==> src/rtl/dmem_arbiter.sv <==
// Two-requester front end for a single-port data memory: arbitration with port-1 anti-starvation,
// alignment checking, byte-lane steering and a one-cycle registered response path.
module dmem_arbiter #(
    parameter int MAX_BURST = 4
) (
    input  logic        i_clk,
    input  logic        i_rst,
    input  logic        i_p0_req,
    input  logic        i_p0_we,
    input  logic [1:0]  i_p0_size,
    input  logic        i_p0_uns,
    input  logic [31:0] i_p0_addr,
    input  logic [31:0] i_p0_wdata,
    output logic        o_p0_gnt,
    output logic        o_p0_rvalid,
    output logic [31:0] o_p0_rdata,
    output logic        o_p0_err,
    input  logic        i_p1_req,
    input  logic        i_p1_we,
    input  logic [1:0]  i_p1_size,
    input  logic        i_p1_uns,
    input  logic [31:0] i_p1_addr,
    input  logic [31:0] i_p1_wdata,
    output logic        o_p1_gnt,
    output logic        o_p1_rvalid,
    output logic [31:0] o_p1_rdata,
    output logic        o_p1_err,
    output logic [31:0] o_mem_addr,
    output logic [31:0] o_mem_wdata,
    output logic [3:0]  o_mem_be,
    output logic        o_mem_we,
    output logic        o_mem_re,
    input  logic [31:0] i_mem_rdata
);

    localparam logic [3:0] LP_MAX_BURST = 4'(MAX_BURST);

    typedef enum logic {OWNER_P0, OWNER_P1} owner_t;

    logic [3:0]  r_starveCnt;
    logic        r_rspValid;
    owner_t      r_rspOwner;
    logic        r_rspWe;
    logic [1:0]  r_rspSize;
    logic        r_rspUns;
    logic [1:0]  r_rspOff;
    logic        r_rspErr;

    logic        w_gnt0;
    logic        w_gnt1;
    logic        w_grant;
    logic        w_selWe;
    logic [1:0]  w_selSize;
    logic        w_selUns;
    logic [31:0] w_selAddr;
    logic [31:0] w_selWdata;
    logic        w_fault;
    logic [31:0] w_shifted;
    logic [31:0] w_loadData;
    logic [31:0] w_rspData;
    logic        w_rspLive;

    // Port 0 wins ties until port 1 has watched MAX_BURST port-0 grants go by.
    always_comb begin
        w_gnt1     = ~i_rst & i_p1_req & (~i_p0_req | (r_starveCnt == LP_MAX_BURST));
        w_gnt0     = ~i_rst & i_p0_req & ~w_gnt1;
        w_grant    = w_gnt0 | w_gnt1;
        w_selWe    = w_gnt1 ? i_p1_we    : i_p0_we;
        w_selSize  = w_gnt1 ? i_p1_size  : i_p0_size;
        w_selUns   = w_gnt1 ? i_p1_uns   : i_p0_uns;
        w_selAddr  = w_gnt1 ? i_p1_addr  : i_p0_addr;
        w_selWdata = w_gnt1 ? i_p1_wdata : i_p0_wdata;
        w_fault    = ((w_selSize == 2'b01) & w_selAddr[0]) |
                     ((w_selSize == 2'b10) & (w_selAddr[1:0] != 2'b00)) |
                     (w_selSize == 2'b11);
    end

    assign o_p0_gnt = w_gnt0;
    assign o_p1_gnt = w_gnt1;

    // Faulting accesses are granted but never reach the memory.
    always_comb begin
        o_mem_addr  = 32'h0;
        o_mem_wdata = 32'h0;
        o_mem_be    = 4'h0;
        o_mem_we    = 1'b0;
        o_mem_re    = 1'b0;
        if (w_grant && !w_fault) begin
            o_mem_addr = {w_selAddr[31:2], 2'b00};
            if (w_selWe) begin
                o_mem_we = 1'b1;
                case (w_selSize)
                    2'b00: begin
                        o_mem_be    = 4'b0001 << w_selAddr[1:0];
                        o_mem_wdata = {4{w_selWdata[7:0]}};
                    end
                    2'b01: begin
                        o_mem_be    = 4'b0011 << w_selAddr[1:0];
                        o_mem_wdata = {2{w_selWdata[15:0]}};
                    end
                    default: begin
                        o_mem_be    = 4'hF;
                        o_mem_wdata = w_selWdata;
                    end
                endcase
            end else begin
                o_mem_re = 1'b1;
            end
        end
    end

    always_ff @(posedge i_clk) begin
        if (i_rst) begin
            r_starveCnt <= 4'd0;
            r_rspValid  <= 1'b0;
            r_rspOwner  <= OWNER_P0;
            r_rspWe     <= 1'b0;
            r_rspSize   <= 2'b00;
            r_rspUns    <= 1'b0;
            r_rspOff    <= 2'b00;
            r_rspErr    <= 1'b0;
        end else begin
            if (!i_p1_req || w_gnt1) begin
                r_starveCnt <= 4'd0;
            end else if (w_gnt0 && (r_starveCnt != LP_MAX_BURST)) begin
                r_starveCnt <= r_starveCnt + 4'd1;
            end
            r_rspValid <= w_grant;
            r_rspOwner <= w_gnt1 ? OWNER_P1 : OWNER_P0;
            r_rspWe    <= w_selWe;
            r_rspSize  <= w_selSize;
            r_rspUns   <= w_selUns;
            r_rspOff   <= w_selAddr[1:0];
            r_rspErr   <= w_fault;
        end
    end

    // Memory data arrives the cycle after the grant; steer the addressed lane down and extend it.
    always_comb begin
        w_shifted = i_mem_rdata >> {r_rspOff, 3'b000};
        case (r_rspSize)
            2'b00:   w_loadData = {{24{~r_rspUns & w_shifted[7]}}, w_shifted[7:0]};
            2'b01:   w_loadData = {{16{~r_rspUns & w_shifted[15]}}, w_shifted[15:0]};
            default: w_loadData = i_mem_rdata;
        endcase
        w_rspData   = (r_rspWe || r_rspErr) ? 32'h0 : w_loadData;
        w_rspLive   = r_rspValid & ~i_rst;
        o_p0_rvalid = w_rspLive & (r_rspOwner == OWNER_P0);
        o_p1_rvalid = w_rspLive & (r_rspOwner == OWNER_P1);
        o_p0_err    = o_p0_rvalid & r_rspErr;
        o_p1_err    = o_p1_rvalid & r_rspErr;
        o_p0_rdata  = o_p0_rvalid ? w_rspData : 32'h0;
        o_p1_rdata  = o_p1_rvalid ? w_rspData : 32'h0;
    end

endmodule

==> config.mk <==
export PLATFORM = sky130hd
export DESIGN_NAME = dmem_arbiter
export DESIGN_NICKNAME = d
export VERILOG_FILES = /design/src/rtl/dmem_arbiter.sv
export SDC_FILE = /design/constraint.sdc
export NUM_CORES = 1
export LEC_CHECK = 0
export CAP_MARGIN = 20
export CORE_AREA = 2 2 120 122
export CTS_CLUSTER_DIAMETER = 200
export CTS_CLUSTER_SIZE = 24
export DETAILED_ROUTE_END_ITERATION = 8
export DIE_AREA = 0 0 122 124
export GPL_ROUTABILITY_DRIVEN = 0
export PLACE_DENSITY = 0.69
export SLEW_MARGIN = 20
export SYNTH_ARGS = -nofsm -noshare
export SYNTH_HDL_FRONTEND = slang
export SYNTH_SLANG_ARGS = --single-unit
==> constraint.sdc <==
create_clock -name i_clk -period 2.5 [get_ports i_clk]
set_clock_uncertainty 0.2 [all_clocks]
set_input_delay 0.375 -clock i_clk [delete_from_list [all_inputs] [get_ports i_clk]]
set_output_delay 0.375 -clock i_clk [all_outputs]
set_load 0.05 [all_outputs]
==> results of run 1 <==
## per-stage QoR
step	util [%]	setup slack (ns)	TNS (ns)	power [mW]	instance area (µm²)
6_report	74.0	-0.407	-34.63	2.40	10200
5_1_grt	74.0	-0.504	-42.99	2.49	10200
4_1_cts	71.1	-0.402	-31.83	2.28	9760
3_5_place_dp	63.1	-0.565	-50.51	1.81	8660
3_3_place_gp	63.1	-0.511	-44.61	1.78	8660
2_1_floorplan	-	-0.382	-14.64	1.06	4280
## final cells by class
type / count / area, µm²
Antenna cell: 1 / 2.50
Clock buffer: 4 / 78.8
Fill cell: 927 / 3560
Inverter: 11 / 48.8
Multi-Input combinational cell: 473 / 4090
Sequential cell: 13 / 264
Tap cell: 180 / 225
Timing Repair Buffer: 445 / 5450
## cell usage after synthesis, drive strengths merged, types with 7 or more instances
cell	instances
buf	21
nor3	15
inv	11
clkbuf	29
nand2	141
dfxtp	13
o211ai	7
a311oi	9
a22o	14
nor2b	17
mux2i	40
o21ai	35
o221ai	7
a211oi	24
a21oi	58
nor2	73
## worst paths after layout
| check | startpoint | to | slack [ns] |
|---|---|---|---|
| max reg2reg | r_starveCnt[0]$_SDFFE_PP0P_ | r_rspSize[1]$_SDFF_PP0_ | 0.22 |
| min reg2reg | r_starveCnt[3]$_SDFFE_PP0P_ | r_starveCnt[3]$_SDFFE_PP0P_ | 0.39 |
| max | r_starveCnt[0]$_SDFFE_PP0P_ | o_mem_wdata[10] | -0.41 |
| min | r_starveCnt[3]$_SDFFE_PP0P_ | r_starveCnt[3]$_SDFFE_PP0P_ | 0.39 |
## report_power, final
group	total [mW]	internal, mW	leakage (nW)	switching (mW)
Clock	0.294	0.214	0.0382	0.0795
Sequential	0.228	0.219	0.109	0.00922
Combinational	1.88	0.901	3.82	0.974
Total	2.40	1.33	3.97	1.06
## tightest hold or removal path, stage by stage (launching register included)
cell and delay [ns]:
dfxtp_1 0.32, buf_4 0.11, xor2_1 0.06, nor2_1 0.07
## routing by layer
layer  vias to the layer above  share of wire (%)  track usage, %
li1                       2708                  -               -
met1                      2758                 34            26.7
met2                       293                 55            51.3
met3                        58                7.8            5.63
met4                         0                3.7            10.8
met5                         -                  0               0
## kinds of logic (layout without fill, tap and decap cells)
group	Yosys count	after routing	synth area share, %
AO/OA/AOI/OAI	164	164	33.1
XOR/XNOR	2	2	0.552
adder cells (fa/ha/maj)	2	2	0.789
buffers and inverters	61	460	8.91
flip-flops	13	13	8.20
multiplexers	42	42	13.8
other	1	3	0.118
AND/OR/NAND/NOR	261	261	34.5
## flip-flops by register name, summed over array words and instances (netlist names)
register	flops
r_rspOff	2
r_rspErr	1
r_starveCnt	4
r_rspUns	1
r_rspSize	2
r_rspValid	1
r_rspOwner	1
r_rspWe	1
## repair_timing
action	CTS	global route
gates resized for setup	164	49
pin swaps	45	26
gates cloned	8	2
endpoints found under the setup margin	127	123
buffers inserted	14	27
## cells in the final DEF (no fill, tap or decap), types with 3 or more instances in the layout
cell / count
a211oi_4: 10
buf_6: 65
clkdlybuf4s50_1: 165
clkbuf_16: 5
a211oi_1: 11
dfxtp_2: 3
nand2_2: 8
buf_4: 94
o21ai_0: 34
o221ai_1: 6
dfxtp_1: 10
nand2_1: 132
a21oi_4: 48
o211ai_1: 7
clkdlybuf4s15_1: 4
nor2_2: 17
nor3_1: 3
nor2_4: 21
a211oi_2: 3
mux2i_1: 38
buf_8: 11
a21oi_1: 9
nor2b_1: 16
inv_2: 3
nor3_4: 11
a311oi_4: 8
buf_12: 98
inv_1: 7
a22o_4: 14
nand3b_1: 4
nand2b_4: 3
nor2_1: 35
==> results.toml, run 1 <==
[status]
status = "finished with violations"
violations = "setup timing"

[synthesis]
yosysWarnings = 0
synth_cell_type_count = 43
synth_top_area_cell = "nand2_1"
synth_area_leaders = "nand2_1, mux2i_1, a21oi_1"
synthDominantCellAreaShare_pct = 16.7
syn_area_per_cell_um2 = 5.81
synth_flop_cell = "dfxtp_1"
ys_ff_latch = 13
syn_area_mm2 = 0.00317
ys_seq_area_share_pct = 8.20
synthCells = 546
synth_edf_count = 0
async_flop_share_pct = 0

[timing]
finalMaxSlewViolations = 0
fmax_mhz = 344
rsz0062_at_grt = "true"
fin_crit_ns = 2.91
tightest_slew_ns = 0.824
finalHoldViolations = 0
fin_crit_sh_pct = 116
whs_ns = 0.393
setup_viol = 117
relSlewSlack_pct = 44.5
worst_slack_ns = -0.407

[clock_network]
clk_latency_ns = 0.24
cts-buffers-inserted = 3
clk_pin_slew_worst_paths_ns = 0.04
cts_buffer_depth = 2
cts_root_buffer = "clkbuf_16"
cts_tree = "built"
clock_sinks = 13
cts_hold_buf = 0
htree_levels = 1

[place]
hpwlAfterDp_um = 16300
dp.cells = 1078
port_buffers = 309

[routing]
vias_per_cell = 5.16
num_vias = 5817
drtIter0Drc = 329
drc = 0
postRouteAntennaNets = 0
routedWlPerCell_um = 19.4
routed_wl_um = 21800
drt_pre_antenna_iters = 4

[die]
die_h_um = 124
fp.dieW_um = 122
dieArea_mm2 = 0.0151
pin_count = 312
core_mm2 = 0.0137
rows = 43
start_util_pct = 23.1

[setup_path]
path_class = "register to output pin"
crit_cells = 11
start_kind = "register"
path_max_fanout = 5
critPathRequiredTime_ns = 1.92
path_cells = "inv_2 > ha_4 > nand3b_1 > a21boi_4 > nand2b_4 > inv_8 > mux2i_4 > buf_4 > a211oi_1 > a311oi_4 > buf_12"
slowest_delay_ns = 0.31
rr_worst_depth = 13
path_buf_inv = 4
critPathTopFamily = "compound AO/OA/AOI/OAI gates"
cp-end-kind = "output pin"
crit_slowest_cell = "dfxtp_2"
crit_arrival_ns = 2.33

[cells_and_area]
stdcell_count = 1127
area_growth_pct = 220
drive_gt1_share_pct = 47.7
layout.nets = 1121

[hold_path]
whs_path_depth = 3
hold_class = "register to register"

[grt]
grt_max_degree = 40
grt-ovfl-total = 0
grt_pass1_wl_um = 31400
grt_usage_pct = 26.2
grt_pass1_vias = 5970
antenna_found_initial = 1

[job]
drv_cap = 0

[power]
ir_worst_vdd_v = 0.000168
p_leak_nw = 3.97
power.density_mw_per_mm2 = 236
No activity file was read; power rests on OpenSTA's default activity.
==> run 2: changes to the inputs <==
- SETUP_SLACK_MARGIN: default -> 0.4
==> run 2 against run 1 <==
The flow still finishes with violations (setup timing). Final cell count grew 0.89%. Register-to-register slack gained 0.11 ns. Die area is the same. Global-route usage grew 2.8 points. Flip-flop and latch count is the same. Clock power is essentially flat. Highest routed layer unchanged. Hold slack lost 0.070 ns. Sequential power is essentially flat. Critical endpoint is now o_mem_wdata[13]. Total power grew 7.3%. Utilization grew 4.7 points. Wire length grew 5.6%.
==> results.toml, run 2 (synthesis gave the netlist of run 1 again) <==
[die]
dieArea_mm2 = 0.0151
core_mm2 = 0.0137
rows = 43
die_h_um = 124
start_util_pct = 23.1
fp.dieW_um = 122
pin_count = 312

[setup_path]
critPathTopFamily = "buffers and inverters"
r2r-end = "r_rspSize[1]$_SDFF_PP0_"
path_max_fanout = 5
rr_worst_depth = 13
slowest_delay_ns = 0.32
critPathRequiredTime_ns = 1.92
path_buf_inv = 5
crit_arrival_ns = 2.34
path_cells = "inv_2 > ha_4 > nand3b_1 > a21boi_2 > nand2b_4 > inv_8 > mux2i_4 > buf_6 > a211oi_2 > buf_4 > a311oi_4 > buf_12"
crit_slowest_cell = "dfxtp_2"
path_class = "register to output pin"
rrSetupSlack_ns = 0.33
start_kind = "register"
crit_start = "r_starveCnt[1]$_SDFFE_PP0P_"
r2r-start = "r_starveCnt[1]$_SDFFE_PP0P_"
cp-end-kind = "output pin"

[clock_network]
clock_sinks = 13
htree_levels = 1
cts_root_buffer = "clkbuf_16"
cts-buffers-inserted = 3
clk_pin_slew_worst_paths_ns = 0.04
clk_latency_ns = 0.24
cts_tree = "built"
cts_buffer_depth = 2

[power]
ir_worst_vdd_v = 0.000191
power.density_mw_per_mm2 = 238
power.total_mw = 2.57
p_leak_nw = 4.13

[grt]
antenna_found_initial = 1
grt_pass1_vias = 6458
grt_usage_pct = 28.9
grt_pass1_wl_um = 34200
grt_max_degree = 60
grt-ovfl-total = 0

[status]
status = "finished with violations"
violations = "setup timing"

[timing]
whs_ns = 0.323
fin_crit_ns = 2.91
finalHoldViolations = 0
final.setup.tns_ns = -32.44
rsz0062_at_grt = "true"
fin_crit_sh_pct = 117
finalMaxSlewViolations = 0
tightest_slew_ns = 0.885
fmax_mhz = 343
setup_viol = 116
relSlewSlack_pct = 40.3
worst_slack_ns = -0.413

[hold_path]
hold_end = "r_starveCnt[0]$_SDFFE_PP0P_"
whs_path_depth = 2
hold_class = "register to register"
hp-start = "r_starveCnt[0]$_SDFFE_PP0P_"

[routing]
routedWlPerCell_um = 20.3
routed_wl_um = 23000
vias_per_cell = 5.26
drt_pre_antenna_iters = 4
num_vias = 5985
postRouteAntennaNets = 0
drtIter0Drc = 315
drc = 0

[place]
post_dp_cell_area_mm2 = 0.00945
port_buffers = 309
hpwlAfterDp_um = 17200
post-place-ws_ns = -0.508

[cells_and_area]
largest_register = "r_starveCnt"
mostFrequentLayoutCells = "clkdlybuf4s50_1, nand2_1, buf_12"
design_area_mm2 = 0.0108
top_regs = "r_starveCnt x4, r_rspOff x2, r_rspSize x2"
n_fill_cell = 833
multi_input_area_mm2 = 0.00448
largest_register_ffs = 4
final_common_cell = "clkdlybuf4s50_1"
layout.nets = 1131
area_growth_pct = 240
regArea_um2 = 265
drive_gt1_share_pct = 51.2

[job]
drv_cap = 0
[run 2: changes by cell type in the layout (fill, tap and decap cells not counted), sizes merged]
cell           before  now
buf               270  283
inv                11    9
clkdlybuf4s15       5    4
bufbuf              2    1
dlygate4sd2         0    4
clkinvlp            0    2
clkdlybuf4s50     165  161
clkbuf              6    5
[run 2: final cells by class]
type                            count  share of cell area (%)
Clock buffer                        4                   0.730
Sequential cell                    13                    2.46
Antenna cell                        1                  0.0232
Timing Repair Buffer              455                    52.7
Tap cell                          180                    2.09
Inverter                           11                   0.521
Multi-Input combinational cell    473                    41.5
[run 2: tightest hold or removal path: stages, from the launching register on]
cell and delay [ns]:
dfxtp_2 0.33, buf_4 0.12, nor2_1 0.04
[run 2: repair_timing]
item,4_1_cts,5_1_grt
gates cloned,7,2
setup endpoints to repair,139,139
buffers inserted,28,3
resized for setup,168,28
hold endpoints to repair,0,0
pin swaps,45,13
hold buffers,0,0
[run 2: layer usage]
metal | global-route usage, % | up-vias | share of wire (%)
li1 | - | 2738 | -
met1 | 29.1 | 2862 | 34
met2 | 57.3 | 325 | 55
met3 | 6.18 | 60 | 7.8
met4 | 11.9 | 0 | 3.9
met5 | 0 | - | 0
[run 2: how the worst max path moves through the flow]
| stage | to | slack [ns] | cells after the start |
|---|---|---|---|
| floorplan | o_mem_wdata[15] | -0.33 | 11 |
| global route | o_mem_wdata[13] | -0.52 | 12 |
| finish | o_mem_wdata[13] | -0.41 | 12 |
| CTS | o_mem_wdata[13] | -0.41 | 12 |
| global placement | o_p1_rdata[21] | -0.46 | 8 |
| detailed placement | o_p1_rdata[21] | -0.51 | 8 |
[run 2: where the power goes]
group / switching [mW] / internal, mW / total [mW]
clock: 0.0793 / 0.214 / 0.293
sequential: 0.00830 / 0.219 / 0.227
combinational: 1.06 / 0.988 / 2.05
[run 2: through the flow]
| stage | instances | util, % |
|---|---|---|
| 2_1_floorplan | 547 | - |
| 3_3_place_gp | 1092 | 68.9 |
| 3_5_place_dp | 1092 | 68.9 |
| 4_1_cts | 1131 | 77.3 |
| 5_1_grt | 1136 | 78.7 |
| 6_report | 1137 | 78.7 |
==> run 3: changes to the inputs <==
- CORE_AREA: 2 2 120 122 -> 2 2 123 125
- DIE_AREA: 0 0 122 124 -> 0 0 125 127
- PLACE_DENSITY: 0.69 -> 0.63
- clock period: 2.5 -> 2.8 ns (I/O delays scaled with it)
==> run 3 against run 2 <==
The flow still finishes with violations (setup timing). Flip-flop and latch count is the same. Sequential share of layout area grew 0.096 points. Sequential power shrank 8%. Non-clock buffer count shrank 17. Clock-buffer cell count is the same. Setup slack gained 0.27 ns.
==> results.toml, run 3 (synthesis gave the netlist of run 1 again) <==
[routing]
postRouteAntennaNets = 0
routedWlPerCell_um = 20.0
routed_wl_um = 22400
drtIter0Drc = 189
drc = 0
vias_per_cell = 5.19
drt_pre_antenna_iters = 4
num_vias = 5837

[setup_path]
slowest_delay_ns = 0.32
crit_slowest_cell = "dfxtp_2"
crit_cells = 12
cp-end-kind = "output pin"
path_cells = "inv_2 > ha_4 > nand3b_1 > a21boi_4 > nand2b_4 > inv_8 > mux2i_4 > buf_12 > a211oi_1 > buf_4 > a311oi_4 > buf_6"
start_kind = "register"
path_buf_inv = 5
crit_arrival_ns = 2.32
critPathRequiredTime_ns = 2.18
path_max_fanout = 14
path_class = "register to output pin"
critPathTopFamily = "buffers and inverters"
rr_worst_depth = 13

[die]
rows = 44
dieArea_mm2 = 0.0159
core_mm2 = 0.0144
pin_count = 312
fp.dieW_um = 125
start_util_pct = 22.0
die_h_um = 127

[grt]
grt_pass1_vias = 6124
grt-ovfl-total = 0
grt_max_degree = 31
antenna_found_initial = 3
grt_usage_pct = 25.7
grt_pass1_wl_um = 33100

[place]
port_buffers = 309
post_dp_cell_area_mm2 = 0.00885
hpwlAfterDp_um = 17000
post-place-ws_ns = -0.277
dp.cells = 1077

[timing]
tightest_slew_ns = 0.866
rsz0062_at_grt = "true"
setup_viol = 86
fin_crit_ns = 2.94
final.setup.tns_ns = -5.61
relSlewSlack_pct = 41.7
fin_crit_sh_pct = 105
finalMaxSlewViolations = 0
whs_ns = 0.326
worst_slack_ns = -0.141
finalHoldViolations = 0
fmax_mhz = 340

[clock_network]
cts_buffer_depth = 2
clock_sinks = 13
cts_hold_buf = 0
clk_pin_slew_worst_paths_ns = 0.04
cts_root_buffer = "clkbuf_16"
clk_latency_ns = 0.23
cts-buffers-inserted = 3
htree_levels = 1
cts_tree = "built"

[cells_and_area]
stdcell_count = 1124
mostFrequentLayoutCells = "clkdlybuf4s50_1, nand2_1, buf_12"
top_regs = "r_starveCnt x4, r_rspOff x2, r_rspSize x2"
largest_register = "r_starveCnt"
final_common_cell = "clkdlybuf4s50_1"
largest_register_ffs = 4
area_growth_pct = 231
layout.nets = 1114
post-route-util_pct = 72.7
drive_gt1_share_pct = 51.2
design_area_mm2 = 0.0105

[power]
p_clk_share_pct = 11.6
power.total_mw = 2.24
p_int_mw = 1.23
p_leak_nw = 4.00
swShare_pct = 45.1
pwr-share-comb_pct = 79.1
ir_worst_vdd_v = 0.000169
p_seq_share_pct = 9.3
p_sw_mw = 1.01
power.density_mw_per_mm2 = 214

[job]
drv_cap = 0

[status]
violations = "setup timing"
status = "finished with violations"

[hold_path]
hold_class = "register to register"
whs_path_depth = 2
## run 3: cell count changes in the layout (fill, tap and decap cells not counted), sizes merged
cell	delta
buf	-20
dlygate4sd2	+5
clkdlybuf4s50	-3
clkbuf	+2
dlymetal6s2s	-1
## run 3: power by group through the flow
stage               sequential (mW)  combinational, mW  clock, mW
floorplan                     0.205              0.817          0
global placement              0.211               1.45          0
detailed placement            0.212               1.47          0
CTS                           0.208               1.69      0.266
global route                  0.209               1.85      0.275
finish                        0.208               1.77      0.259
## run 3: path summary, 6_finish.rpt
path	slack, ns	start	endpoint
setup / recovery	-0.14	r_starveCnt[1]$_SDFFE_PP0P_	o_mem_wdata[15]
hold / removal	0.33	r_starveCnt[0]$_SDFFE_PP0P_	r_starveCnt[0]$_SDFFE_PP0P_
setup reg to reg	0.61	r_starveCnt[1]$_SDFFE_PP0P_	r_rspSize[1]$_SDFF_PP0_
hold reg to reg	0.33	r_starveCnt[0]$_SDFFE_PP0P_	r_starveCnt[0]$_SDFFE_PP0P_
## run 3: layer usage
metal	vias up	global-route usage (%)	routed length, µm
li1	2707	-	-
met1	2793	26.7	7800
met2	289	50.9	12300
met3	46	5.57	1620
met4	2	8.43	725
met5	-	0	13
## run 3: worst min-delay path, delay by kind of cell (launching register included)
| kind | cells | cell delay, ns |
|---|---|---|
| buffers and inverters | 1 | 0.12 |
| flip-flops | 1 | 0.33 |
| AND/OR/NAND/NOR | 1 | 0.04 |
## run 3: timing repair
action	in CTS	in global routing
buffers inserted	21	13
endpoints found under the setup margin	137	134
resized for setup	208	42
pin swaps	48	30
gates cloned	5	3
## run 3: area by class of cell
cell class	count	area, µm²
antenna	1	2.50
clock buffer	4	78.8
fill	989	3930
inverter	11	58.8
multi-input combinational	473	4470
sequential	13	268
tap	184	230
timing repair buffer	438	5380
==> patch (config.mk and constraints of run 2) <==
Register the output `o_p1_err`, cleared by the reset; this adds one clock of latency there. The other outputs are not delayed to match.
--- a/src/rtl/dmem_arbiter.sv
+++ b/src/rtl/dmem_arbiter.sv
@@ -36,6 +36,8 @@
     localparam logic [3:0] LP_MAX_BURST = 4'(MAX_BURST);
 
     typedef enum logic {OWNER_P0, OWNER_P1} owner_t;
+
+    logic o_p1_err_d;
 
     logic [3:0]  r_starveCnt;
     logic        r_rspValid;
@@ -148,10 +150,18 @@
         o_p0_rvalid = w_rspLive & (r_rspOwner == OWNER_P0);
         o_p1_rvalid = w_rspLive & (r_rspOwner == OWNER_P1);
         o_p0_err    = o_p0_rvalid & r_rspErr;
-        o_p1_err    = o_p1_rvalid & r_rspErr;
+        o_p1_err_d  = o_p1_rvalid & r_rspErr;
         o_p0_rdata  = o_p0_rvalid ? w_rspData : 32'h0;
         o_p1_rdata  = o_p1_rvalid ? w_rspData : 32'h0;
     end
 
+    always_ff @(posedge i_clk) begin
+        if (i_rst) begin
+            o_p1_err <= '0;
+        end else begin
+            o_p1_err <= o_p1_err_d;
+        end
+    end
+
 endmodule
 
Formal check against the unedited RTL: not equivalent (Yosys sat finds a counterexample within 4 cycles, from zero or initial values and one cycle with i_rst high).
==> patch against run 2 <==
  * The run still ends with setup timing left
  * Global-route usage down 0.13 points
  * Die area unchanged
  * Worst setup slack worse by 53 ps
  * Power up 2.9%
  * Synthesized area up 0.63%
  * Count of clock-buffer cells in the layout unchanged
  * First-iteration DRC count up 14%
  * Cell area up 0.85%
  * Sequential cell count up 1
  * Non-clock buffer count up 1
  * Wire length up 1.2%
  * Fmax down 1.8%
  * Critical path type unchanged
  * Critical endpoint is now o_mem_wdata[10]
==> patch: results (changes against run 2) <==
metric;value;unit;change
Seq/total area;2.62;%;+0.16 points
Final nets;1133;;+0.18%
post-CTS setup buffers;31;;+11%
WL/cell;20.5;um;+1.2%
run status;complete, but fails checks;;
via density per instance;5.22;;-0.91%
Non-CTS buffers;456;;+0.22%
share of layout cells above drive strength 1;51.3;%;+0.10 points
first-pass GRT wire length;33900;um;-0.93%
clk tree area frac;0.816;%;+0.086 points
largest net degree at the start of global routing;32;;-47%
Worst Slack Setup Final;-467;ps;-53.3 ps
Rel. slew slack;38.9;%;-1.5 points
Final TNS setup;-35320;ps;-2880 ps
Synth area leaders;nand2_1 17%, mux2i_1 12%, a21oi_1 9.1%, dfxtp_1 8.8%, nor2_1 8.6%;;
clock buf count;4;;unchanged
Synth async-reset ratio;0;%;unchanged
Clk Latency, worst-skew pair;240;ps;about the same
Sw Ratio;44.4;%;-0.37 points
via count;5936;;-0.82%
HP Class;input port to register;;
initial antenna violation count;0;;-1
Seq cells post-synth;14;;+1
Seq/Total Area, Yosys;8.78;%;+0.58 points
multi-input gate share of the layout cell area;41.2;%;-0.23 points
non-clk buf share;52.7;%;about the same
Peak VDD IR;0.000164;V;-14%
# diodes;0;;-1
WP data arrival;2390;ps;+50 ps
final setup fails;116;;unchanged
CTS Root Cell;clkbuf_16;;
violated checks;setup timing;;
crit-path max FO;11;;+6
vias in the first global route;6251;;-3.2%
post-layout util;79.4;%;+0.67 points
post-detail-place hpwl;17500;um;+1.6%
P_leak;4.14;nW;+0.21%
Non-clk invs;11;;unchanged
GRT Overall Usage;28.8;%;-0.13 points
syn avg cell area;5.84;um^2;+0.45%
fillers;827;;-0.72%
placed cell areas;0.00944;mm^2;about the same
# resized after CTS;165;;-1.8%
dpl ws;-510;ps;-1.63 ps
1st-iter DRT viols;360;;+14%
## patch: cell count changes after synthesis
cell,before,now
dfxtp_1,13,14
buf_1,3,4
clkbuf_1,29,28
## patch: kinds of logic (layout without fill, tap and decap cells)
group | Yosys count | in the layout | synth area share, %
AOI/OAI and AO/OA | 164 | 164 | 32.9
xor gates and xnor gates | 2 | 2 | 0.549
adders and majority gates | 2 | 2 | 0.784
buffers and inverters | 61 | 471 | 8.86
DFF | 14 | 14 | 8.78
muxes | 42 | 42 | 13.7
other | 1 | 2 | 0.117
and+or+nand+nor | 261 | 261 | 34.3
## patch: worst max-delay path, cell delays in order, from the launching register on
cell and delay, ps:
dfxtp_2 320, inv_2 60, ha_4 120, nand3b_1 120, a21boi_2 230, nand2b_4 110, inv_8 80, mux2i_4 230
buf_12 170, a211oi_2 50, buf_4 150, a311oi_4 320, buf_12 180
## patch: worst paths after layout
| check | start | to | slack, ps | cells after the start |
|---|---|---|---|---|
| min | i_rst | r_rspOff[1] | 320 | 4 |
| min reg2reg | r_starveCnt[0] | r_starveCnt[0] | 330 | 2 |
| max | r_starveCnt[1] | o_mem_wdata[10] | -470 | 12 |
| max reg2reg | r_starveCnt[1] | r_rspSize[1] | 420 | 11 |
## patch: routing by layer
metal	vias to the layer above	share of wire [%]	GRT usage [%]
met1	2821	35	30.5
met2	311	54	56.3
li1	2745	-	-
met3	59	7.8	5.63
met5	-	0	0
met4	0	3.6	10.1
## patch: power groups by stage
stage / logic (mW) / registers, mW / clock network, mW
after detailed placement: 1.75 / 0.247 / 0
after CTS: 2.00 / 0.244 / 0.333
after global placement: 1.72 / 0.246 / 0
after floorplan: 0.935 / 0.246 / 0
after global routing: 2.16 / 0.244 / 0.345
final: 2.08 / 0.244 / 0.328
